### config.mk
export PLATFORM = sky130hd
export DESIGN_NAME = gps_iq_collector
export DESIGN_NICKNAME = d
export VERILOG_FILES = /design/src/rtl/gps_iq_collector.sv
export SDC_FILE = /design/constraint.sdc
export NUM_CORES = 2
export LEC_CHECK = 0
export CORE_MARGIN = 2
export CORE_UTILIZATION = 62
export DETAILED_ROUTE_END_ITERATION = 12
export HOLD_SLACK_MARGIN = 0.1
export MAX_ROUTING_LAYER = met4
export PLACE_DENSITY = 0.79
export SLEW_MARGIN = 10
export SYNTH_ARGS = -nofsm -noshare
export SYNTH_HDL_FRONTEND = slang
export SYNTH_SLANG_ARGS = --single-unit
### constraint.sdc
create_clock -name clk -period 5.1 [get_ports clk]
set_input_delay 1.02 -clock clk [delete_from_list [all_inputs] [get_ports clk]]
set_output_delay 1.02 -clock clk [all_outputs]
set_load 0.005 [all_outputs]
### src/rtl/gps_iq_collector.sv
// gps_iq_collector
// Collects one GPS channel's serial IQ accumulators into a word FIFO, one
// record per code epoch.
//
// On each enabled epoch pulse the block strobes the demodulator's shift line
// and deserialises N_ACC accumulators (INTEG_BITS each, MSB first). Each
// accumulator becomes one sign-extended 32-bit word. A header word goes in
// front of the accumulator words, and the record is queued for the CPU.
// Header layout: {epoch_cnt[15:0], drop_cnt[7:0], 3'b0, e1b_flag, N_ACC[3:0]}.
// A record that cannot fit is still shifted out, so the demodulator stream
// stays aligned, but nothing from it is written.
//
// Ports:
//   clk      system clock, all logic on posedge
//   rst      synchronous reset, active low
//   en       collection enable; gates only the start of a record
//   ms0      epoch pulse from the demodulator
//   sout     serial IQ data from the demodulator
//   shift    shift strobe to the demodulator
//   rd       CPU pop strobe
//   dout     FIFO head word (show-ahead), 0 while empty
//   empty    FIFO empty
//   level    number of words held in the FIFO
//   overrun  sticky: at least one epoch record was dropped
//   clr_ovr  clears overrun and the drop counter
//
// state  | meaning
// -------+-------------------------------------------------------------
// IDLE   | wait for ms0&en; decide admission, write header if kept
// ARM    | one quiet cycle while the demodulator loads its shift register
// SHIFT  | shift strobe high, one stream bit per cycle
// DONE   | flush the last pending word, back to IDLE

module gps_iq_collector #(
    parameter int INTEG_BITS = 18,
    parameter int N_ACC      = 6,
    parameter int FIFO_DEPTH = 64,
    localparam int AW = $clog2(FIFO_DEPTH),
    localparam int LW = AW + 1
) (
    input  logic          clk,
    input  logic          rst,
    input  logic          en,
    input  logic          ms0,
    input  logic          sout,
    output logic          shift,
    input  logic          rd,
    output logic [31:0]   dout,
    output logic          empty,
    output logic [LW-1:0] level,
    output logic          overrun,
    input  logic          clr_ovr
);

    localparam int BW = $clog2(INTEG_BITS);
    localparam int WW = (N_ACC > 1) ? $clog2(N_ACC) : 1;

    localparam logic [BW-1:0] BIT_MAX   = BW'(INTEG_BITS - 1);
    localparam logic [WW-1:0] WORD_MAX  = WW'(N_ACC - 1);
    localparam logic [LW-1:0] DEPTH_L   = LW'(FIFO_DEPTH);
    localparam logic [LW-1:0] NEED_L    = LW'(N_ACC + 1);
    localparam logic [3:0]    NACC4     = 4'(N_ACC);
    localparam logic          E1B_FLAG  = (N_ACC == 12);

    typedef enum logic [1:0] {
        S_IDLE  = 2'd0,
        S_ARM   = 2'd1,
        S_SHIFT = 2'd2,
        S_DONE  = 2'd3
    } state_t;

    state_t r_state;
    state_t w_state_nxt;

    logic [BW-1:0]         r_bit_cnt;
    logic [WW-1:0]         r_word_cnt;
    logic [INTEG_BITS-2:0] r_sh;
    logic                  r_keep;
    logic                  r_wr_pend;
    logic [31:0]           r_wr_word;
    logic [15:0]           r_epoch_cnt;
    logic [7:0]            r_drop_cnt;
    logic                  r_overrun;

    logic [31:0]           r_mem [FIFO_DEPTH];
    logic [AW-1:0]         r_wr_ptr;
    logic [AW-1:0]         r_rd_ptr;
    logic [LW-1:0]         r_level;

    logic                  w_epoch;
    logic                  w_admit;
    logic                  w_start;
    logic                  w_drop;
    logic                  w_hdr_wr;
    logic                  w_last_bit;
    logic                  w_last_word;
    logic                  w_wr;
    logic                  w_rd;
    logic                  w_empty;
    logic [31:0]           w_wdata;
    logic [31:0]           w_header;
    logic [15:0]           w_epoch_nxt;
    logic [INTEG_BITS-1:0] w_sh_next;
    logic [31:0]           w_ext;

    // ---------------- control decode ----------------
    assign w_epoch     = ms0 & en;
    assign w_admit     = (DEPTH_L - r_level) >= NEED_L;
    assign w_start     = w_epoch && (r_state == S_IDLE);
    // Any epoch that does not start a kept record is a drop, including
    // epochs arriving while a record is still being shifted.
    assign w_drop      = w_epoch && ((r_state != S_IDLE) || !w_admit);
    assign w_hdr_wr    = w_start && w_admit;
    assign w_last_bit  = shift && (r_bit_cnt == '0);
    assign w_last_word = w_last_bit && (r_word_cnt == '0);

    assign w_epoch_nxt = r_epoch_cnt + 16'd1;
    assign w_header    = {w_epoch_nxt, r_drop_cnt, 3'b000, E1B_FLAG, NACC4};

    // The bit arriving this cycle completes the word on the terminal count.
    assign w_sh_next   = {r_sh, sout};
    assign w_ext       = 32'($signed(w_sh_next));

    // Header writes only happen in IDLE and pending words never survive past
    // DONE, so the two write sources cannot collide.
    assign w_wr        = w_hdr_wr | r_wr_pend;
    assign w_wdata     = w_hdr_wr ? w_header : r_wr_word;

    assign w_empty     = (r_level == '0);
    assign w_rd        = rd & ~w_empty;

    // ---------------- FSM: state register ----------------
    always_ff @(posedge clk) begin
        if (!rst) begin
            r_state <= S_IDLE;
        end else begin
            r_state <= w_state_nxt;
        end
    end

    // ---------------- FSM: next state ----------------
    always_comb begin
        w_state_nxt = r_state;
        case (r_state)
            S_IDLE:  if (w_epoch) w_state_nxt = S_ARM;
            S_ARM:   w_state_nxt = S_SHIFT;
            S_SHIFT: if (w_last_word) w_state_nxt = S_DONE;
            S_DONE:  w_state_nxt = S_IDLE;
            default: w_state_nxt = S_IDLE;
        endcase
    end

    // ---------------- FSM: outputs ----------------
    always_comb begin
        shift = 1'b0;
        if (r_state == S_SHIFT) shift = 1'b1;
    end

    // ---------------- deserialiser and record bookkeeping ----------------
    always_ff @(posedge clk) begin
        if (!rst) begin
            r_bit_cnt   <= '0;
            r_word_cnt  <= '0;
            r_sh        <= '0;
            r_keep      <= 1'b0;
            r_wr_pend   <= 1'b0;
            r_wr_word   <= '0;
            r_epoch_cnt <= '0;
            r_drop_cnt  <= '0;
            r_overrun   <= 1'b0;
        end else begin
            if (r_state == S_ARM) begin
                r_bit_cnt  <= BIT_MAX;
                r_word_cnt <= WORD_MAX;
            end else if (shift) begin
                r_sh <= w_sh_next[INTEG_BITS-2:0];
                if (r_bit_cnt == '0) begin
                    r_bit_cnt  <= BIT_MAX;
                    r_word_cnt <= r_word_cnt - 1'b1;
                end else begin
                    r_bit_cnt <= r_bit_cnt - 1'b1;
                end
            end

            r_wr_pend <= w_last_bit && r_keep;
            if (w_last_bit) r_wr_word <= w_ext;

            if (w_start) r_keep <= w_admit;

            if (w_epoch) r_epoch_cnt <= w_epoch_nxt;

            // A drop in the same cycle as a clear wins and counts as one drop.
            if (w_drop) begin
                r_overrun <= 1'b1;
                if (clr_ovr)
                    r_drop_cnt <= 8'd1;
                else if (r_drop_cnt != 8'hFF)
                    r_drop_cnt <= r_drop_cnt + 8'd1;
            end else if (clr_ovr) begin
                r_overrun  <= 1'b0;
                r_drop_cnt <= '0;
            end
        end
    end

    // ---------------- word FIFO ----------------
    // Storage has no reset so it can map onto RAM; only pointers are cleared.
    always_ff @(posedge clk) begin
        if (w_wr) r_mem[r_wr_ptr] <= w_wdata;
    end

    always_ff @(posedge clk) begin
        if (!rst) begin
            r_wr_ptr <= '0;
            r_rd_ptr <= '0;
            r_level  <= '0;
        end else begin
            if (w_wr) r_wr_ptr <= r_wr_ptr + 1'b1;
            if (w_rd) r_rd_ptr <= r_rd_ptr + 1'b1;
            case ({w_wr, w_rd})
                2'b10:   r_level <= r_level + LW'(1);
                2'b01:   r_level <= r_level - LW'(1);
                default: r_level <= r_level;
            endcase
        end
    end

    assign dout    = w_empty ? 32'd0 : r_mem[r_rd_ptr];
    assign empty   = w_empty;
    assign level   = r_level;
    assign overrun = r_overrun;

endmodule

After elaboration in Yosys (flattened, before gate mapping)
Memories as Yosys holds them, arrays and structs flattened. A register that Yosys moved wholly into a read port is not among the register bits.
Cells that the tools add are included.
{"block": "totals", "ff_bits": 91, "ram_bits": 2048, "in_bits": 7, "word_cells": 87, "mem_count": 1}
{"block": "op_classes", "add_sub_neg": 9, "order_cmp": 1, "eq_ne": 8, "mux": 23, "bitwise": 6, "n_reduce_logical": 24}
{"memory": "r_mem", "words": 64, "word_bits": 32, "rd": 1, "rd_clocked_by_memory_dff": 1, "wr": 1, "line": "85", "rtl": "logic [31:0] r_mem [FIFO_DEPTH];"}
{"operator": "32-bit 2-to-1 mux", "count": 2}
{"operator": "8-bit 2-to-1 mux", "count": 4}
{"operator": "16-bit by 1-bit adder with 16-bit output, second input constant", "count": 1}
{"operator": "5-bit 2-to-1 mux", "count": 3}
{"operator": "7-bit one-hot mux with 2 select lines", "count": 1}
{"operator": "6-bit by 1-bit adder with 6-bit output, second input constant", "count": 2}
{"operator": "6-bit 2-to-1 mux", "count": 2}
{"operator": "2-bit nonzero test", "count": 6}
{"operator": "2-bit AND reduction", "count": 5}
{"operator": "3-bit 2-to-1 mux", "count": 3}
{"operator": "8-bit by 1-bit adder with 8-bit output, second input constant", "count": 1}
{"operator": "8-bit != test, second input constant", "count": 1}
{"operator": "2-bit one-hot mux with 4 select lines", "count": 1}
{"operator": "7-bit by 1-bit adder with 7-bit output, second input constant", "count": 1}
{"operator": "7-bit by 3-bit >= comparator with 1-bit output, second input constant", "count": 1}
{"operator": "7-bit zero test", "count": 1}
{"operator": "7-bit by 1-bit subtractor with 7-bit output, second input constant", "count": 1}
{"operator": "7-bit subtractor, first input constant", "count": 1}
{"operator": "2-bit equality test, second input constant", "count": 3}
{"operator": "1-bit logical AND", "count": 6}
{"operator": "5-bit zero test", "count": 1}
{"operator": "1-bit 2-to-1 mux", "count": 5}
{"operator": "5-bit by 1-bit subtractor with 5-bit output, second input constant", "count": 1}
{"operator": "2-bit by 1-bit equality test with 1-bit output, second input constant", "count": 2}
{"operator": "other kinds (11)", "count": 16}

Depth between registers and ports, before layout
{"block": "depth", "word_depth": 7, "depth_mapped": 20, "ltp_nobuf": 16}

Worst setup path before layout
Ideal clock, no wire load.
{"block": "synth_timing", "kind": "reg-to-reg", "startpoint": "reg r_level[1], in the netlist level[1]", "endpoint": "mem r_mem[0][21] (data pin)", "setup_ns": 0.549, "arrival_ns": 3.975, "required_ns": 4.551, "path_slack_ns": 0.577, "stages_incl_launch_ff": 12, "n_path_buf": 4, "path_cell_list": "dfxtp_1 clkbuf_1 inv_1 ha_1 a21oi_1 o21ai_0 a221oi_1 a21oi_2 buf_6 buf_4 buf_4 a21oi_1"}
{"block": "synth_via", "elab_chain_len": 4}
{"element": "start, declared", "line": "88", "rtl": "logic [LW-1:0] r_level;"}
{"element": "start signal, assigned", "line": "221", "rtl": "2'b10: r_level <= r_level + LW'(1);"}
{"element": "start signal, assigned", "line": "222", "rtl": "2'b01: r_level <= r_level - LW'(1);"}
{"element": "start signal, assigned", "line": "223", "rtl": "default: r_level <= r_level;"}
{"element": "7-bit subtractor", "line": "108", "rtl": "assign w_admit = (DEPTH_L - r_level) >= NEED_L;"}
{"element": "7-bit by 3-bit >= comparator with 1-bit output", "line": "108"}
{"element": "1-bit logical AND", "line": "113", "rtl": "assign w_hdr_wr = w_start && w_admit;"}
{"element": "32-bit 2-to-1 mux", "line": "127", "rtl": "assign w_wdata = w_hdr_wr ? w_header : r_wr_word;"}
{"element": "named net w_wdata[21]", "line": "100", "rtl": "logic [31:0] w_wdata;"}
{"element": "end, declared", "line": "85"}
The timed path passes the listed nets, and every way through them passes these cells.

==> summary.txt <==
maximum clock insertion buffer count: 3
global route overflow: 0
Setup Skew: 35.3 ps
root buf cell: clkbuf_16
PD cells: 467 nW/um^2
Max rail drop VDD: 0.483 mV
crit share post-route: 102%
I/O pin count: 49
RSZ-0062 raised after global routing: true
Die Footprint: 137000 um^2
CTS Buf Count: 200
placed cell area: 87800 um^2
Core ar.: 133000 um^2
final hold slack: 454 ps
Placer Congestion: 0.843
Routed WL: 229 mm
Tot Pwr: 44300 uW
Leak Pwr: 0.0294 uW
FFs w/ async S/R, synth: 0%
setup violators final: 8
synth warn: 0
fin nets: 4170
most area-hungry cell type in the Yosys netlist: edfxtp_1
CTS tree: built
overall die width: 370 um
Reg2Reg Depth: 16
Layout Utilization: 71.3%
Hold Crit Start: r_wr_word[8]
Worst setup SP type: flop
worst skew pair latency: 840 ps
drt via density: 7.22
clk sinks: 2145
1st-pass router iterations: 8
post-synthesis cell type count: 62
CP Capture Type: output port
hold path endpoint: r_wr_word[8]
Mapped Nets: 3884
mapped cell area: 83000 um^2
fin area: 94900 um^2
class of the worst hold path: flop to flop
cell count after synthesis: 3861
Reg clk slew, reported paths: 60 ps
DR WL/cell: 37.7 um
reg-to-reg endpoint: level[6]
GRT Total Usage: 35.0%
most frequent cells in the layout: edfxtp_1, mux4_2, clkbuf_16
worst rel slew slack: 23.3%
top cells by area, synth: edfxtp_1, mux4_2, dfxtp_1
DRC: 0
placed wire-length estimate: 116 mm
share of cells above drive strength 1: 29.1%
Hold Path Depth: 2
Layout area overhead: 14.3%
Hold Vio Cnt, Final: 0
Max-Cap Viols: 0
R2R Setup Slk: 780 ps
largest net degree at the start of global routing: 76
Post-Synth XOR/XNOR Area: 0.412%
most common cell after layout, fill and taps aside: edfxtp_1
Worst EP arrival: 4180 ps
post-route ant nets: 0
Max Slew Vio Count: 0
post-synth top area share: 74.1%
simple-gate share of the synthesized area: 2.42%
crit path time final: 5200 ps
CTS H-Tree Depth: 4
Crit Path Max Fanout: 25
EDFF count, synth: 2048
outcome: finished with violations
crit path kind: flop to output port
Iter 0 DRT Violations: 7467
Synth Register Bits: 2145
Die Y: 370 um
register area share after synthesis: 76.4%
worst r2r src: level[1]
first-pass GRT wire length: 322 mm
number of global-route vias before repair: 44100
num rows: 134
failing checks: negative setup slack
initial antenna violation count: 3
Starting Density: 62.3%
Finished Layout Cells: 6087
Req. time, crit path: 4080 ps
PortBufs: 48
predominant post-synthesis flop cell: edfxtp_1
vias post-DR: 43900
largest family of logic cells by synthesized area: multiplexers
post-synthesis adder-cell area fraction: 0.241%
Syn Area/Cell: 21.5 um^2
post-route setup slack: -101 ps
Synth Area in Compound Gates: 2.41%
worst slew pin tran: 1150 ps
multiplexer share of the synthesized area: 16.8%
fill cell count: 7289
Placed Cells: 5694
f_max: 192 MHz
==> worst max-delay path, cell delays in order (launching register included) <==
cell and delay [ps]:
dfxtp_4 730, buf_4 330, buf_4 360, mux4_2 320, a211oi_1 80, buf_4 200
nor3_1 630, clkdlybuf4s50_1 640
==> what timing repair did <==
| action | 4_1_cts | 5_1_grt |
|---|---|---|
| setup buffers | 14 | 0 |
| cloned | 1 | 4 |
| resized for setup | 33 | 25 |
| pin swaps | 1 | 3 |
| hold buffers | 0 | 0 |
| setup endpoints to repair | 32 | 20 |
==> Yosys cell counts, types with 6 or more instances <==
master    instances
a211oi_1         45
a21oi_1         109
a221oi_1         11
a22oi_1          30
a31oi_1           6
and3_1            7
buf_1            30
buf_2            71
buf_4            24
clkbuf_1         92
dfxtp_1          97
edfxtp_1       2048
ha_1             16
inv_1            16
mux2_2           17
mux2i_1         112
mux4_2          560
nand2_1         102
nand2b_1         17
nand3_1          23
nand3b_1          7
nand4_1           8
nor2_1          147
nor2b_1          48
nor3_1           18
o211ai_1         14
o21ai_0          43
o22ai_1          31
or3_1            13
xnor2_1          19
xor2_1           20
==> how the worst max path moves through the flow <==
stage	end	from
after floorplan	r_mem[0][21]	level[1]
after global placement	dout[15]	flop
after detailed placement	dout[15]	flop
after CTS	dout[31]	flop
after global routing	dout[6]	flop
final	dout[6]	flop
==> cell type report <==
cell class              instances  area (um^2)  area share, %
clock buffers                 250         5320           5.60
multi-input cells            1481        19400           20.4
repair buffers                302         3300           3.48
clock inverters               121         1170           1.24
well taps                    1768         2210           2.33
flip-flops and latches       2145        63500           66.9
inverters                      17         66.3         0.0699
diodes                          3         7.51        0.00791
==> cell families after synthesis <==
kind of cell               after synthesis
xor gates and xnor gates                39
buffers and inverters                  235
adders and majority gates               16
AOI/OAI and AO/OA                      316
muxes                                  689
DFF                                   2145
and+or+nand+nor                        421
==> per-layer routing <==
layer  track usage (%)  routed length [um]  share of wire [%]
met5                 -                   0                  0
met1              45.0               77300                 34
met3              9.00               29000                 13
met4              16.3               12100                5.3
met2              53.0              111000                 48
==> report_power, final <==
group	total, uW	internal, uW	switching [uW]
Sequential	20500	20400	125
Combinational	8890	3590	5310
Clock	14800	8330	6520
==> state kept, by name, summed over array words and instances, names as in the netlist, 5 cells and up, named ones only <==
| name | cells |
|---|---|
| r_epoch_cnt | 16 |
| r_bit_cnt | 5 |
| r_sh | 17 |
| r_rd_ptr | 6 |
| r_mem | 2048 |
| r_wr_word | 18 |
| r_drop_cnt | 8 |
| level | 7 |
| r_wr_ptr | 6 |
==> stage by stage <==
step                      setup WS (ps)  TNS, ps
after floorplan                     577        0
after global placement              259        0
after detailed placement            241        0
after CTS                         -48.3    -98.7
after global routing              -45.6     -112
final                              -101     -327
(Power assumes the default switching activity.)
